===== config.mk =====
export PLATFORM = sky130hd
export DESIGN_NAME = axi_burst_read_scheduler
export DESIGN_NICKNAME = d
export VERILOG_FILES = /design/src/rtl/axi_burst_read_scheduler.sv
export SDC_FILE = /design/constraint.sdc
export NUM_CORES = 1
export LEC_CHECK = 0
export CAP_MARGIN = 20
export CORE_MARGIN = 4
export CORE_UTILIZATION = 30
export DETAILED_ROUTE_END_ITERATION = 12
export DONT_BUFFER_PORTS = 1
export PLACE_DENSITY = 0.51
export SYNTH_ARGS = -nofsm -noshare
export SYNTH_HDL_FRONTEND = slang
export SYNTH_SLANG_ARGS = --single-unit

===== constraint.sdc =====
create_clock -name clk -period 10.69 [get_ports clk]
set_clock_uncertainty 0.2 [all_clocks]
set_input_delay 1.6035 -clock clk [delete_from_list [all_inputs] [get_ports clk]]
set_output_delay 1.6035 -clock clk [all_outputs]
set_load 0.03 [all_outputs]

===== src/rtl/axi_burst_read_scheduler.sv =====
// Splits a linear DDR byte range into 4 KB-safe AXI4 INCR read bursts, issuing each
// burst only when the downstream FIFO has credit for all its beats.
module axi_burst_read_scheduler #(
  parameter int ADDR_WIDTH      = 32,
  parameter int DATA_BYTES      = 4,
  parameter int MAX_BURST       = 16,
  parameter int FIFO_DEPTH      = 64,
  parameter int MAX_OUTSTANDING = 4
) (
  input  logic                  clk,
  input  logic                  resetn,
  input  logic                  start,
  input  logic [ADDR_WIDTH-1:0] base_addr,
  input  logic [31:0]           length_bytes,
  output logic                  busy,
  output logic                  done,
  output logic                  error,
  output logic [ADDR_WIDTH-1:0] m_axi_araddr,
  output logic [7:0]            m_axi_arlen,
  output logic [2:0]            m_axi_arsize,
  output logic [1:0]            m_axi_arburst,
  output logic                  m_axi_arvalid,
  input  logic                  m_axi_arready,
  input  logic                  m_axi_rvalid,
  input  logic                  m_axi_rready,
  input  logic                  m_axi_rlast,
  input  logic [1:0]            m_axi_rresp,
  input  logic                  deq_valid,
  input  logic                  deq_ready
);
  localparam int SIZE  = $clog2(DATA_BYTES);
  localparam int RES_W = $clog2(FIFO_DEPTH) + 1;
  localparam int OUT_W = $clog2(MAX_OUTSTANDING) + 1;
  localparam logic [ADDR_WIDTH-1:0] ALIGN_MASK = ~ADDR_WIDTH'(DATA_BYTES - 1);

  typedef enum logic [1:0] {IDLE, ISSUE, DRAIN, DONE} state_t;

  state_t                  state, state_nxt;
  logic [ADDR_WIDTH-1:0]   addr;
  logic [31:0]             remaining;
  logic [31:0]             beats_req;
  logic [31:0]             page_beats;
  logic [31:0]             burst_beats;
  logic [RES_W-1:0]        reserved, reserved_nxt;
  logic [OUT_W-1:0]        outstanding, outstanding_nxt;
  logic                    ar_gap;
  logic                    error_q;
  logic                    accept, ar_hs, r_last_hs, r_err_hs, deq_hs;

  assign beats_req = length_bytes >> SIZE;
  assign accept    = (state == IDLE) && start;
  assign ar_hs     = m_axi_arvalid && m_axi_arready;
  assign r_last_hs = m_axi_rvalid && m_axi_rready && m_axi_rlast;
  assign r_err_hs  = m_axi_rvalid && m_axi_rready && (m_axi_rresp != 2'b00);
  assign deq_hs    = deq_valid && deq_ready;

  // Beats left before the next 4 KB page boundary; base is beat-aligned so this is exact.
  assign page_beats = 32'((13'd4096 - {1'b0, addr[11:0]}) >> SIZE);

  // NOTE: always_comb assigns every output a default first so no path leaves it unassigned (no latch).
  always_comb begin
    burst_beats = 32'(MAX_BURST);
    if (remaining < burst_beats)  burst_beats = remaining;
    if (page_beats < burst_beats) burst_beats = page_beats;
  end

  assign reserved_nxt    = reserved + (ar_hs ? RES_W'(burst_beats) : '0) - RES_W'(deq_hs);
  assign outstanding_nxt = outstanding + OUT_W'(ar_hs) - OUT_W'(r_last_hs);

  // Only registered state feeds arvalid; while waiting, credit and outstanding can only
  // improve, so a raised request stays raised with stable address/length until accepted.
  assign m_axi_arvalid = (state == ISSUE) && !ar_gap
                      && ((32'(FIFO_DEPTH) - 32'(reserved)) >= burst_beats)
                      && (32'(outstanding) < 32'(MAX_OUTSTANDING));
  assign m_axi_araddr  = addr;
  assign m_axi_arlen   = m_axi_arvalid ? 8'(burst_beats - 32'd1) : 8'd0;
  assign m_axi_arsize  = 3'(SIZE);
  assign m_axi_arburst = 2'b01;
  assign error         = error_q;

  always_comb begin
    state_nxt = state;
    busy      = 1'b0;
    done      = 1'b0;
    case (state)
      IDLE:  if (start) state_nxt = (beats_req == '0) ? DONE : ISSUE;
      ISSUE: begin
        busy = 1'b1;
        if (ar_hs && (remaining == burst_beats)) state_nxt = DRAIN;
      end
      DRAIN: begin
        busy = 1'b1;
        // Looking at the netted count lets done follow the final rlast by one cycle.
        if (outstanding_nxt == '0) state_nxt = DONE;
      end
      DONE: begin
        done      = 1'b1;
        state_nxt = IDLE;
      end
      default: state_nxt = IDLE;
    endcase
  end

  // NOTE: sequential state uses non-blocking assignments so every register samples pre-edge values.
  always_ff @(posedge clk) begin
    if (!resetn) state <= IDLE;
    else         state <= state_nxt;
  end

  always_ff @(posedge clk) begin
    if (!resetn) begin
      addr        <= '0;
      remaining   <= '0;
      reserved    <= '0;
      outstanding <= '0;
      ar_gap      <= 1'b0;
      error_q     <= 1'b0;
    end else begin
      ar_gap <= ar_hs;
      if (accept) begin
        addr        <= base_addr & ALIGN_MASK;
        remaining   <= beats_req;
        reserved    <= '0;
        outstanding <= '0;
        error_q     <= 1'b0;
      end else begin
        reserved    <= reserved_nxt;
        outstanding <= outstanding_nxt;
        if (ar_hs) begin
          addr      <= addr + ADDR_WIDTH'(burst_beats << SIZE);
          remaining <= remaining - burst_beats;
        end
        if (r_err_hs) error_q <= 1'b1;
      end
    end
  end
endmodule


# ---- Word-level counts from Yosys, hierarchy flattened
# Cells that the tools add are included.
dict set report word_totals {
  regBits 78
  latch_bits 0
  mem_bits_rw 0
  mem_bits_ro 0
  in_bits 75
  word_cells 64
  memories 0
}
dict set report classes {
  n_addsub 9
  multipliers 0
  div_mod_pow 0
  order_cmp 4
  eq_ne 7
  shifts 0
  muxes 15
  n_bitwise 1
  reduce_logical 19
}
# cell n
set ops {}
lappend ops {{32-bit two-way mux} 4}
lappend ops {{30-bit two-way mux} 2}
lappend ops {{32-bit adder} 1}
lappend ops {{32-bit equality test} 1}
lappend ops {{32-bit >= comparator} 1}
lappend ops {{32-bit logical NOT} 1}
lappend ops {{30-bit by 32-bit < comparator with 1-bit output} 1}
lappend ops {{32-bit by 5-bit < comparator with 1-bit output, second input constant} 1}
lappend ops {{32-bit subtractor} 1}
lappend ops {{13-bit by 12-bit subtractor with 14-bit output, first input constant} 1}
lappend ops {{1-bit logical AND} 10}
lappend ops {{2-bit two-way mux} 4}
lappend ops {{8-bit two-way mux} 1}
lappend ops {{2-bit one-hot mux with 4 select lines} 1}
lappend ops {{7-bit by 7-bit subtractor with 8-bit output, first input constant} 1}
lappend ops {{8-bit by 1-bit subtractor with 8-bit output, second input constant} 1}
lappend ops {{7-bit adder} 1}
lappend ops {{7-bit two-way mux} 1}
lappend ops {{7-bit by 1-bit subtractor with 7-bit output} 1}
lappend ops {{2-bit equality test, second input constant} 2}
lappend ops {{2-bit inequality test, second input constant} 2}
lappend ops {{2-bit nonzero test} 2}
lappend ops {{2-bit OR reduction} 2}
lappend ops {{3-bit by 1-bit adder with 3-bit output} 1}
lappend ops {{other kinds (10)} 11}

# ---- Logic depth before layout (Yosys ltp)
# Gate-level depths: netlist of run 1.
dict set report logic_depth {
  word_depth 13
  depth_mapped 36
  mapped_depth_nobuf 33
}

# ---- Worst setup path before layout of run 1
# OpenSTA, ideal clock, no wires.
dict set report synth_timing {
  kind {reg2reg}
  start {reg addr[4] (netlist: m_axi_araddr[4])}
  end {reg reserved[6]}
  setup_ns 0.070
  arrival_time_ns 6.678
  setup_slack_ns 3.742
  stages_incl_launch_ff 35
  path_buffers 4
  period_less_slack_ns 6.948
  path_cell_list {dfxtp_1 > buf_2 > nor4_1 > nand2_1 > nor4_1 > xnor2_1 > ha_1 > nand3_1 > nor4b_1 > o21a_1 > nor3_1 > clkbuf_1 > o21ai_0 > inv_1 > ha_1 > a21oi_1 > nor2_1 > a31oi_1 > nor3_1 > o311a_1 > o21a_1 > buf_4 > clkbuf_1 > nand2_1 > ha_1 > inv_1 > ha_1 > fa_1 > a21o_1 > a21oi_1 > o21bai_1 > a21oi_1 > xnor2_1 > or3_1 > a21oi_1}
}
dict set report synth_via {
  elab_chain_cells 10
}
# element line_no
set synth_rtl {}
lappend synth_rtl {{from (decl)} 39} ;# logic [ADDR_WIDTH-1:0] addr;
lappend synth_rtl {{from (signal assigned)} 121} ;# addr <= base_addr & ALIGN_MASK;
lappend synth_rtl {{from (signal assigned)} 130} ;# addr <= addr + ADDR_WIDTH'(burst_beats << SIZE);
lappend synth_rtl {{13-bit by 12-bit subtractor with 14-bit output *} 58} ;# assign page_beats = 32'((13'd4096 - {1'b0, addr[11:0]}) >> SIZE);
lappend synth_rtl {{30-bit by 32-bit < comparator with 1-bit output} 64} ;# if (page_beats < burst_beats) burst_beats = page_beats;
lappend synth_rtl {{32-bit two-way mux *} 64}
lappend synth_rtl {{32-bit >= comparator} 73} ;# && ((32'(FIFO_DEPTH) - 32'(reserved)) >= burst_beats)
lappend synth_rtl {{1-bit logical AND} 73}
lappend synth_rtl {{1-bit logical AND} 74} ;# && (32'(outstanding) < 32'(MAX_OUTSTANDING));
lappend synth_rtl {{1-bit logical AND} 52} ;# assign ar_hs = m_axi_arvalid && m_axi_arready;
lappend synth_rtl {{7-bit two-way mux *} 67} ;# assign reserved_nxt = reserved + (ar_hs ? RES_W'(burst_beats) : '0) - RES_W'(deq_hs);
lappend synth_rtl {{7-bit adder *} 67}
lappend synth_rtl {{7-bit by 1-bit subtractor with 7-bit output *} 67}
lappend synth_rtl {{to (signal assigned)} 127} ;# reserved <= reserved_nxt;
lappend synth_rtl {{to (decl)} 44} ;# logic [RES_W-1:0] reserved, reserved_nxt;
# Mark *: on every way between the ends. The rest lies on a longest branch, timed or not.
# A chain may end at the register's enable or synchronous reset.

# ---- Worst setup path in the final report of run 1
dict set report layout_timing {
  start {reg remaining[13]}
  end {out m_axi_arlen[2]}
}
dict set report layout_via {
  elab_chain_cells 8
  word_cells_on_any_way 9
  classes_between {1 x add/sub; 3 x order compare; 3 x mux; 2 x reduce/logical}
}
# element line_no
set layout_rtl {}
lappend layout_rtl {{from (decl)} 40} ;# logic [31:0] remaining;
lappend layout_rtl {{from (signal assigned)} 122} ;# remaining <= beats_req;
lappend layout_rtl {{from (signal assigned)} 131} ;# remaining <= remaining - burst_beats;
lappend layout_rtl {{32-bit by 5-bit < comparator with 1-bit output} 63} ;# if (remaining < burst_beats) burst_beats = remaining;
lappend layout_rtl {{32-bit two-way mux *} 63}
lappend layout_rtl {{30-bit by 32-bit < comparator with 1-bit output} 64}
lappend layout_rtl {{32-bit two-way mux *} 64}
lappend layout_rtl {{32-bit >= comparator} 73}
lappend layout_rtl {{1-bit logical AND} 73}
lappend layout_rtl {{1-bit logical AND} 74}
lappend layout_rtl {{8-bit two-way mux *} 76} ;# assign m_axi_arlen = m_axi_arvalid ? 8'(burst_beats - 32'd1) : 8'd0;
lappend layout_rtl {{to (decl)} 19} ;# output logic [7:0] m_axi_arlen,
# Marked as above.

==> results of run 1 <==
## metrics by stage
stage               utilization, %  power (µW)  area [µm²]
CTS                           33.3        2880        9580
global placement              32.2        2510        9260
detailed placement            32.2        2520        9260
global route                  33.3        3180        9580
floorplan                        -        2060        9020
finish                        33.3        2890        9580
## path summary, 6_finish.rpt
check | depth (start not counted) | endpoint
hold reg to reg | 2 | remaining[13]$_SDFFE_PN0P_
hold / removal | 2 | remaining[13]$_SDFFE_PN0P_
setup / recovery | 19 | m_axi_arlen[2]
setup reg to reg | 30 | reserved[6]$_SDFF_PP0_
## layout by cell type, fill, tap and decap left out, types with 6 or more instances in the layout
master	count
sky130_fd_sc_hd__and4_1	9
sky130_fd_sc_hd__a21oi_1	127
sky130_fd_sc_hd__nor2_1	78
sky130_fd_sc_hd__conb_1	72
sky130_fd_sc_hd__nand2_1	130
sky130_fd_sc_hd__a211oi_1	8
sky130_fd_sc_hd__o211ai_1	15
sky130_fd_sc_hd__nor3_1	20
sky130_fd_sc_hd__nor4_2	6
sky130_fd_sc_hd__a311oi_1	12
sky130_fd_sc_hd__dfxtp_1	76
sky130_fd_sc_hd__a21o_1	52
sky130_fd_sc_hd__or3_1	8
sky130_fd_sc_hd__ha_1	121
sky130_fd_sc_hd__inv_1	64
sky130_fd_sc_hd__clkbuf_16	9
sky130_fd_sc_hd__nand2b_1	8
sky130_fd_sc_hd__nand3_1	22
sky130_fd_sc_hd__a31oi_1	19
sky130_fd_sc_hd__nor2b_1	9
sky130_fd_sc_hd__and2_1	11
sky130_fd_sc_hd__xor2_1	26
sky130_fd_sc_hd__o22ai_1	6
sky130_fd_sc_hd__and3_1	26
sky130_fd_sc_hd__o21ai_0	76
sky130_fd_sc_hd__nand4_1	22
sky130_fd_sc_hd__a221o_1	6
sky130_fd_sc_hd__xnor2_1	49
sky130_fd_sc_hd__o21bai_1	7
sky130_fd_sc_hd__nor4_1	13
sky130_fd_sc_hd__o21a_1	8
## flip-flops by register name, summed over array words and instances (netlist names)
name / cells
outstanding: 3
ar_gap: 1
reserved: 7
remaining: 32
state: 2
m_axi_araddr: 30
error: 1
## cell families (layout without fill, tap and decap cells)
group                    Yosys count  in the layout
AO/OA/AOI/OAI                    388            388
other                              2             72
adder cells (fa/ha/maj)          125            125
AND/OR/NAND/NOR                  378            378
flip-flops                        76             76
multiplexers                       5              5
buffers and inverters            126             86
XOR/XNOR                          75             75
## worst register-to-register path, delay by kind of cell, from the launching register on
family | cells | cell delay, ns
AO/OA/AOI/OAI | 11 | 2.89
XOR/XNOR | 1 | 0.10
adder cells (fa/ha/maj) | 5 | 1.33
buffers and inverters | 1 | 0.04
flip-flops | 1 | 0.33
AND/OR/NAND/NOR | 12 | 2.84
## power by group
group / leakage [µW] / switching, µW / internal [µW]
Sequential: 0.000627 / 151 / 359
Clock: 0.000153 / 137 / 211
Combinational: 0.00356 / 1230 / 795
Total: 0.00434 / 1520 / 1370
## layout make-up
class                           instances  area share [%]
Clock inverter                          4           0.757
Inverter                               65            2.55
Timing Repair Buffer                    5           0.392
Sequential cell                        76            15.9
Multi-Input combinational cell       1043            72.8
Tap cell                              384            5.01
Clock buffer                           12            2.57
## metal layers
metal | vias to the layer above | share of wire [%] | GRT usage [%]
li1 | 4285 | - | -
met1 | 3990 | 47 | 23.2
met2 | 194 | 45 | 29.2
met3 | 32 | 5.5 | 3.63
met4 | 2 | 2.2 | 5.12
met5 | - | 0.046 | 0
==> results by group, run 1 <==
Routing
  • Post-DR vias/cell: around 5.4
  • Number of nets with antenna violations after routing: 0
  • Total DRC errors in the routed layout: 0
  • Count of TritonRoute iterations in the first routing pass: 5
  • Vias: 8503
  • Violation count after the first detailed-route iteration: approximately 460
  • Drt wl/cell: about 18 µm
  • Overall routed net length: ~28000 µm

Synth
  • Main area contributors after synthesis: sky130_fd_sc_hd__dfxtp_1 (17%), sky130_fd_sc_hd__ha_1 (17%), sky130_fd_sc_hd__a21oi_1 (7.3%), sky130_fd_sc_hd__nand2_1 (5.6%), sky130_fd_sc_hd__xnor2_1 (4.9%)
  • Area share of the largest cell type after synthesis: 17.4%
  • Average cell area after synthesis: ~7.4 µm²
  • #FFs+latches synth: 76
  • Async set or reset register ratio after synthesis: 0%
  • Synth top cells by count: sky130_fd_sc_hd__nand2_1 (131), sky130_fd_sc_hd__a21oi_1 (127), sky130_fd_sc_hd__ha_1 (121)
  • Mapped Cells: 1175
  • Post-synthesis mux area share: less than 1%
  • Netlist area before placement: between 0.008 and 0.009 mm²
  • Adder and majority cell fraction of the synthesized area: 18.2%
  • Xor/xnor cell area share of the yosys netlist: around 7.5%
  • Number of warnings printed during yosys synthesis: 0
  • Commonest register cell after synthesis: sky130_fd_sc_hd__dfxtp_1
  • Number of flops mapped to enable cells by yosys: 0
  • Post-synthesis sequential area ratio: 17.4%
  • Number of unique standard cell types used by synthesis: 74
  • Synth Area in Simple Gates: between 20% and 30%
  • Compound-Gate Fraction of Synth Area: between 20 and 30%
  • Largest family of logic cells by synthesized area: compound AO/OA/AOI/OAI gates
  • Most frequent cell after synthesis: sky130_fd_sc_hd__nand2_1
  • Cell type with the largest total area after synthesis: sky130_fd_sc_hd__dfxtp_1

Worst setup path
  • Worst setup path class: register to output port
  • Required time reported for the critical path endpoint: 8.89 ns
  • Nature of the critical path endpoint: output port
  • Crit Path Max Fanout: 9
  • Signal arrival time at the worst endpoint: between 6 and 7 ns
  • Launch instance of the worst register-to-register path: remaining[13]$_SDFFE_PN0P_
  • Worst reg-to-reg setup slack: 2.86 ns
  • Crit path from: remaining[13]$_SDFFE_PN0P_
  • Cell family with most CP delay: simple AND/OR/NAND/NOR gates
  • Worst path max stage delay: ~0.74 ns
  • Cell at the slowest stage of the critical path: sky130_fd_sc_hd__o21ai_0
  • Startpoint type of the worst setup path: register
  • Top cell by count, worst path: sky130_fd_sc_hd__nor2_1
  • WP buf/inv: 0
  • Crit path cell chain: nor4_1 -> and3_1 -> and2_1 -> nand2_1 -> ha_1 -> nor3b_1 -> nand4_1 -> o21ai_1 -> nand3_1 -> o21ai_0 -> ha_1 -> nand2b_1 -> a21oi_1 -> nor2_1 -> a31oi_1 -> nor3_1 -> o311a_1 -> nor2_1 -> nor2_1

CTS
  • Largest buffer count on any clock path: 2
  • Number of H-tree branching levels: 3
  • Clock tree from TritonCTS: yes
  • Root buffer cell: sky130_fd_sc_hd__clkbuf_16
  • Hold Buf Count CTS: 0
  • Worst-path clk slew: around 0.06 ns
  • Clock latency on the worst-skew pair: 0.35 ns
  • Post-CTS setup buffers: 0
  • Count of cells resized by post-cts repair: 0
  • Number of clock buffers inserted by TritonCTS: 9
  • Sink Count: 76

Placement
  • Port Buffer Count: 0
  • Post-place setup slack: around 2.8 ns
  • Final GP Congestion: roughly 0.90
  • Half-perimeter wire length after detailed placement: ~21000 µm
  • Placed insts: around 1600

Final layout
  • Antenna fix cells: 0
  • FF+latch area: approximately 0.0015 mm²
  • Layout filler cell count: around 3100
  • Footprint of the multi-input gates: 0.00698 mm²
  • Nets: 1400
  • Layout Area Growth over Synthesis: 9.48%
  • Post-route insts no fill: roughly 1600
  • Share of layout cells above drive strength 1: between 3 and 4%

Pwr
  • Max VDD drop: between 0.0001 and 0.00015 V
  • Power density over cell area: ~300 mW/mm²
  • Leakage Power: 0.00434 µW

Floorplan
  • Starting Density: just over 30%
  • Area of the core: between 0.02 and 0.03 mm²
  • Width of the chip: about 180 µm
  • Number of standard-cell rows in the floorplan: between 60 and 70
  • Number of top-level pins: between 100 and 150
  • Floorplan die area: ~0.032 mm²
  • Die height: approximately 180 µm

GRT
  • Pin count of the biggest net entering global routing: 76
  • Tot GR Track Use: between 10% and 20%
  • Global-route wire length before repair: between 40000 and 50000 µm
  • Antenna violations before repair: 1
  • Via count of the first global-routing pass: roughly 8400
  • GRT Residual Overflow: 0

STA
  • Worst-Margin Slew: 1.04 ns
  • Hold Violations, Final: 0
  • Least setup slack across all paths after layout: 2.59 ns
  • Final setup violation count: 0
  • Share of the clock period used by the worst path after layout: 75.8%
  • Unrepaired setup endpoints after global routing: false
  • Worst max-slew margin expressed relative to the limit: approximately 31%
  • Number of max-slew violations in the final report: 0
  • Fin Setup TNS: 0 ns
  • Maximum clock frequency: approximately 0.12 GHz
  • Final-layout worst hold slack: between 0.3 and 0.4 ns
  • Min Clock Period, post-route: slightly above 8 ns

Hold path
  • Hold Path Class: register to register
  • Worst min-delay path startpoint: remaining[13]$_SDFFE_PN0P_

Flow run
  • # Max-Cap Violations: 0

Run status
  • Result of the run: complete, no violations
Power figures use the tool's default switching activity.
==> run 2: changes to the inputs <==
--- a/config.mk
+++ b/config.mk
@@ -10,7 +10,7 @@
 export CORE_UTILIZATION = 30
 export DETAILED_ROUTE_END_ITERATION = 12
 export DONT_BUFFER_PORTS = 1
-export PLACE_DENSITY = 0.51
+export PLACE_DENSITY = 0.52
 export SYNTH_ARGS = -nofsm -noshare
 export SYNTH_HDL_FRONTEND = slang
 export SYNTH_SLANG_ARGS = --single-unit
==> constraint.sdc (replaced) <==
create_clock -name clk -period 7.05 [get_ports clk]
set_clock_uncertainty 0.2 [all_clocks]
set_input_delay 1.0575 -clock clk [delete_from_list [all_inputs] [get_ports clk]]
set_output_delay 1.0575 -clock clk [all_outputs]
set_load 0.03 [all_outputs]
==> results by group, run 2 (same netlist as run 1, synthesis figures left out) <==
Run status
  • Result of the run: complete, no violations

Placement
  • Final GP Congestion: slightly below 0.9
  • Placed insts: about 1600
  • Half-perimeter wire length after detailed placement: 21900 µm
  • Post-place instance area: around 0.0096 mm²
  • Port Buffer Count: 0

Floorplan
  • Floorplan die area: around 0.032 mm²
  • Area of the core: about 0.029 mm²
  • Number of top-level pins: 124
  • Number of standard-cell rows in the floorplan: 62
  • Die height: 179 µm
  • Starting Density: a little under a third
  • Width of the chip: around 180 µm

STA
  • Hold Violations, Final: 0
  • Worst max-slew margin expressed relative to the limit: 28.4%
  • Worst-Margin Slew: roughly 1.1 ns
  • Min Clock Period, post-route: ~6.6 ns
  • Final setup violation count: 0
  • Maximum clock frequency: 0.152 GHz
  • Number of max-slew violations in the final report: 0
  • Unrepaired setup endpoints after global routing: false
  • Share of the clock period used by the worst path after layout: about 93%
  • Fin Setup TNS: 0 ns

GRT
  • Antenna violations before repair: 0
  • Pin count of the biggest net entering global routing: 76
  • Via count of the first global-routing pass: between 8000 and 9000
  • GRT Residual Overflow: 0
  • Global-route wire length before repair: approximately 46000 µm
  • Tot GR Track Use: 17.8%

CTS
  • Clock latency on the worst-skew pair: around 0.35 ns
  • Largest buffer count on any clock path: 2
  • Worst-path clk slew: 0.07 ns
  • Post-CTS setup buffers: 0
  • Number of H-tree branching levels: 3
  • Hold Buf Count CTS: 0
  • Count of cells resized by post-cts repair: 0
  • Sink Count: 76
  • Clock tree from TritonCTS: yes
  • Root buffer cell: sky130_fd_sc_hd__clkbuf_16
  • Number of clock buffers inserted by TritonCTS: 9

Flow run
  • # Max-Cap Violations: 0

Routing
  • Count of TritonRoute iterations in the first routing pass: 5
  • Violation count after the first detailed-route iteration: 516
  • Drt wl/cell: about 17 µm
  • Post-DR vias/cell: between 5 and 6
  • Number of nets with antenna violations after routing: 0
  • Total DRC errors in the routed layout: 0
  • Overall routed net length: approximately 29000 µm
  • Vias: 8644

Final layout
  • Final design instance area without fill: 0.00998 mm²
  • Layout Area Growth over Synthesis: 14.0%
  • Largest register FFs: 32
  • Top library cells by usage in the layout, fill and taps aside: sky130_fd_sc_hd__nand2_1 (130), sky130_fd_sc_hd__a21oi_1 (126), sky130_fd_sc_hd__ha_1 (121)
  • Nets: about 1400
  • Most common library cell in the layout ignoring fill and taps: sky130_fd_sc_hd__nand2_1
  • Footprint of the multi-input gates: approximately 0.0070 mm²
  • Layout filler cell count: between 3000 and 4000
  • FF+latch area: around 0.0015 mm²
  • Post-route insts no fill: around 1600
  • Top register by number of flip-flops: remaining
  • Share of layout cells above drive strength 1: 7.98%
  • Antenna fix cells: 0

Worst setup path
  • Logic depth of the worst setup path including buffers: 32
  • Worst setup path class: register to register
  • Worst path max stage delay: ~0.42 ns
  • Signal arrival time at the worst endpoint: 6.64 ns
  • Reg2reg path depth: 32
  • Cell at the slowest stage of the critical path: sky130_fd_sc_hd__nor4b_2
  • Crit Path Max Fanout: 17
  • WP buf/inv: 5
  • Crit path from: m_axi_araddr[3]$_SDFFE_PN0P_
  • Nature of the critical path endpoint: register
  • Top cell by count, worst path: sky130_fd_sc_hd__ha_1
  • Launch instance of the worst register-to-register path: m_axi_araddr[3]$_SDFFE_PN0P_
  • Startpoint type of the worst setup path: register
  • Required time reported for the critical path endpoint: about 7.1 ns
  • Cell family with most CP delay: compound AO/OA/AOI/OAI gates

Hold path
  • Hold Path Class: register to register
  • Worst min-delay path startpoint: remaining[13]$_SDFFE_PN0P_
  • Number of cells on the worst hold path: 2

Pwr
  • Power density over cell area: 458 mW/mm²
  • Design Power: 4570 µW
  • Leakage Power: between 0.004 and 0.005 µW
  • Max VDD drop: between 0.00015 and 0.0002 V
run 2: worst min-delay path, delay by kind of cell (launching register included):
kind,cells,cell delay [ns]
AND/OR/NAND/NOR,1,0.07
flip-flops,1,0.33
AO/OA/AOI/OAI,1,0.07
run 2: path summary, 6_finish.rpt:
path                                 to  slack (ns)
max              reserved[6]$_SDFF_PP0_        0.47
min          remaining[13]$_SDFFE_PN0P_        0.31
max reg2reg      reserved[6]$_SDFF_PP0_        0.47
min reg2reg  remaining[13]$_SDFFE_PN0P_        0.31
run 2: cell type report:
class                           count  area share (%)
Inverter                           65            2.44
Tap cell                          384            4.81
Timing Repair Buffer               53            3.99
Clock buffer                       10            2.29
Multi-Input combinational cell   1043            70.6
Sequential cell                    76            15.2
Clock inverter                      6           0.652
run 2: report_power, final:
group / switching, µW / leakage [µW] / internal (µW)
clock: 215 / 0.000142 / 275
combinational: 1970 / 0.00381 / 1370
sequential: 195 / 0.000627 / 544
run 2: metal layers:
metal	global-route usage [%]	up-vias	routed length (µm)
li1	-	4394	-
met1	24.2	4026	13400
met2	29.2	204	13000
met3	3.56	20	1690
met4	4.13	0	386
met5	0	-	0
run 2: per-stage QoR:
stage                     hold slack [ns]  worst slack [ns]  utilization [%]
after floorplan                     0.266             0.102                -
after global placement              0.289             0.280             33.4
after detailed placement            0.296             0.271             33.4
after CTS                           0.305             0.220             34.5
after global routing                0.350           0.00612             34.7
final                               0.313             0.474             34.7
==> run 3: changes to the inputs <==
==> constraint.sdc (replaced) <==
create_clock -name clk -period 5.8 [get_ports clk]
set_clock_uncertainty 0.2 [all_clocks]
set_input_delay 0.87 -clock clk [delete_from_list [all_inputs] [get_ports clk]]
set_output_delay 0.87 -clock clk [all_outputs]
set_load 0.03 [all_outputs]
==> results by group, run 3 (same netlist as run 1, synthesis figures left out) <==
Routing
  • Met3 routed wirelength: approximately 1800 µm
  • Overall routed net length: 29900 µm
  • Number of nets with antenna violations after routing: 0
  • Met2 wire len: about 14000 µm
  • Violation count after the first detailed-route iteration: about 440
  • Post-route met1 wirelength: between 10000 and 15000 µm
  • Vias: between 9000 and 10000
  • Total DRC errors in the routed layout: 0
  • Post-DR vias/cell: roughly 5.2
  • Count of TritonRoute iterations in the first routing pass: 5
  • Drt wl/cell: around 17 µm
  • Uppermost metal layer occupied by signal nets: met5

Floorplan
  • Number of standard-cell rows in the floorplan: 62
  • Die height: ~180 µm
  • Number of top-level pins: 124
  • Floorplan die area: about 0.032 mm²
  • Width of the chip: between 150 and 200 µm
  • Area of the core: roughly 0.029 mm²
  • Starting Density: between 30 and 40%

STA
  • Final setup violation count: 3
  • Least setup slack across all paths after layout: -0.154 ns
  • Share of the clock period used by the worst path after layout: 103%
  • Worst max-slew margin expressed relative to the limit: between 30 and 40%
  • Worst-Margin Slew: 1.04 ns
  • Unrepaired setup endpoints after global routing: true
  • Maximum clock frequency: between 0.15 and 0.2 GHz
  • Hold Violations, Final: 0
  • Min Clock Period, post-route: roughly 6 ns
  • Number of max-slew violations in the final report: 0

Final layout
  • Largest register FFs: 32
  • Top register by number of flip-flops: remaining
  • FF+latch area: 0.00154 mm²
  • Nets: about 1600
  • Post-route insts no fill: 1758
  • Most common library cell in the layout ignoring fill and taps: sky130_fd_sc_hd__buf_4
  • Footprint of the multi-input gates: between 0.007 and 0.008 mm²
  • Top library cells by usage in the layout, fill and taps aside: sky130_fd_sc_hd__buf_4 (169), sky130_fd_sc_hd__nand2_1 (119), sky130_fd_sc_hd__a21oi_1 (117)
  • Antenna fix cells: 0
  • Layout filler cell count: about 3000
  • Layout Area Growth over Synthesis: 29.9%
  • Share of layout cells above drive strength 1: a little over a fifth

Hold path
  • Number of cells on the worst hold path: 2
  • Hold Crit Endpoint: remaining[31]$_SDFFE_PP0N_
  • Hold Path Class: register to register
  • Worst min-delay path startpoint: remaining[31]$_SDFFE_PP0N_

Worst setup path
  • Crit path from: remaining[24]$_SDFFE_PN0P_
  • FF-to-FF End: reserved[6]$_SDFF_PP0_
  • Worst setup path class: register to register
  • Startpoint type of the worst setup path: register
  • Nature of the critical path endpoint: register
  • Signal arrival time at the worst endpoint: between 6 and 7 ns
  • Worst path max stage delay: ~0.35 ns
  • Crit Path Max Fanout: 5
  • Reg2reg path depth: 33
  • Required time reported for the critical path endpoint: roughly 5.9 ns
  • Worst reg-to-reg setup slack: -0.15 ns
  • Cell at the slowest stage of the critical path: sky130_fd_sc_hd__o311a_1
  • Launch instance of the worst register-to-register path: remaining[24]$_SDFFE_PN0P_

GRT
  • Pin count of the biggest net entering global routing: 76
  • Tot GR Track Use: approximately a fifth
  • Global-route wire length before repair: between 40000 and 50000 µm
  • Via count of the first global-routing pass: about 9000
  • Antenna violations before repair: 2
  • GRT Residual Overflow: 0

Placement
  • Placed insts: 1733
  • Final GP Congestion: roughly 0.87
  • Half-perimeter wire length after detailed placement: 23200 µm
  • Port Buffer Count: 0
  • Post-place setup slack: -0.483 ns

Pwr
  • Net Sw Power: around 3200 µW
  • Proportion of power drawn by combinational gates: between 70% and 80%
  • Portion of total power attributed to sequential cells: between 10% and 20%
  • Fraction of power spent switching nets: approximately half
  • Max VDD drop: 0.000250 V
  • Power density over cell area: 583 mW/mm²
  • Internal power of the cells: ~3400 µW
  • Leakage Power: 0.00529 µW
  • Clock share of power: under 10%

Run status
  • Result of the run: finished, violations left
  • Violated checks: negative setup slack

CTS
  • Number of clock buffers inserted by TritonCTS: 9
  • Root buffer cell: sky130_fd_sc_hd__clkbuf_16
  • Clock latency on the worst-skew pair: around 0.36 ns
  • Number of H-tree branching levels: 3
  • Largest buffer count on any clock path: 2
  • Worst-path clk slew: around 0.070 ns
  • Sink Count: 76
  • Clock tree from TritonCTS: yes
  • Hold Buf Count CTS: 0

Flow run
  • # Max-Cap Violations: 0
run 3: cell count changes in the layout (fill, tap and decap cells not counted), sizes merged:
| cell | before | now |
|---|---|---|
| inv | 65 | 67 |
| clkbuf | 10 | 9 |
| buf | 53 | 174 |
| clkinv | 4 | 3 |
run 3: cell type report:
type | count | share of cell area (%)
clock buffer | 9 | 1.98
clock inverter | 7 | 0.649
inverter | 65 | 2.19
multi-input combinational | 1043 | 65.7
sequential | 76 | 13.6
tap | 384 | 4.23
timing repair buffer | 174 | 11.7
run 3: per-layer routing:
layer	vias to the layer above	global-route usage (%)
met1	4240	24.7
met4	4	3.23
li1	4635	-
met5	-	0
met3	22	4.30
met2	179	31.3
run 3: worst max-delay path: cells and delay by family, from the launching register on:
kind	cells	cell delay [ns]
buffers and inverters	3	0.38
xor gates and xnor gates	1	0.10
and+or+nand+nor	13	1.99
DFF	1	0.34
AOI/OAI and AO/OA	11	1.80
adders and majority gates	5	1.06
run 3: power by group through the flow:
| stage | logic, µW | registers [µW] | clock network [µW] |
|---|---|---|---|
| floorplan | 3110 | 896 | 0 |
| global placement | 4820 | 872 | 0 |
| detailed placement | 4860 | 873 | 0 |
| CTS | 4970 | 867 | 630 |
| global route | 5710 | 893 | 641 |
| finish | 5150 | 872 | 610 |
run 3: how the worst max path moves through the flow:
stage | to | slack (ns)
global placement | reserved[6]$_SDFF_PP0_ | -0.36
finish | reserved[6]$_SDFF_PP0_ | -0.15
global route | reserved[6]$_SDFF_PP0_ | -0.51
CTS | reserved[6]$_SDFF_PP0_ | -0.19
detailed placement | reserved[6]$_SDFF_PP0_ | -0.48
floorplan | reserved[6]$_SDFF_PP0_ | -0.19
run 3: timing repair:
action / in CTS / in global routing
gates resized for setup: 26 / 32
pin swaps: 24 / 24
buffers inserted: 5 / 5
endpoints found under the setup margin: 32 / 67
run 3: stage by stage:
step	hold WS [ns]	power, µW	setup TNS, ns	util [%]	area (µm²)
global placement	0.300	5690	-0.976	37.3	10700
detailed placement	0.310	5730	-1.90	37.3	10700
global route	0.355	7240	-1.72	39.5	11400
CTS	0.323	6470	-0.319	38.9	11200
finish	0.321	6630	-0.357	39.5	11400
floorplan	0.266	4010	-0.260	-	9340
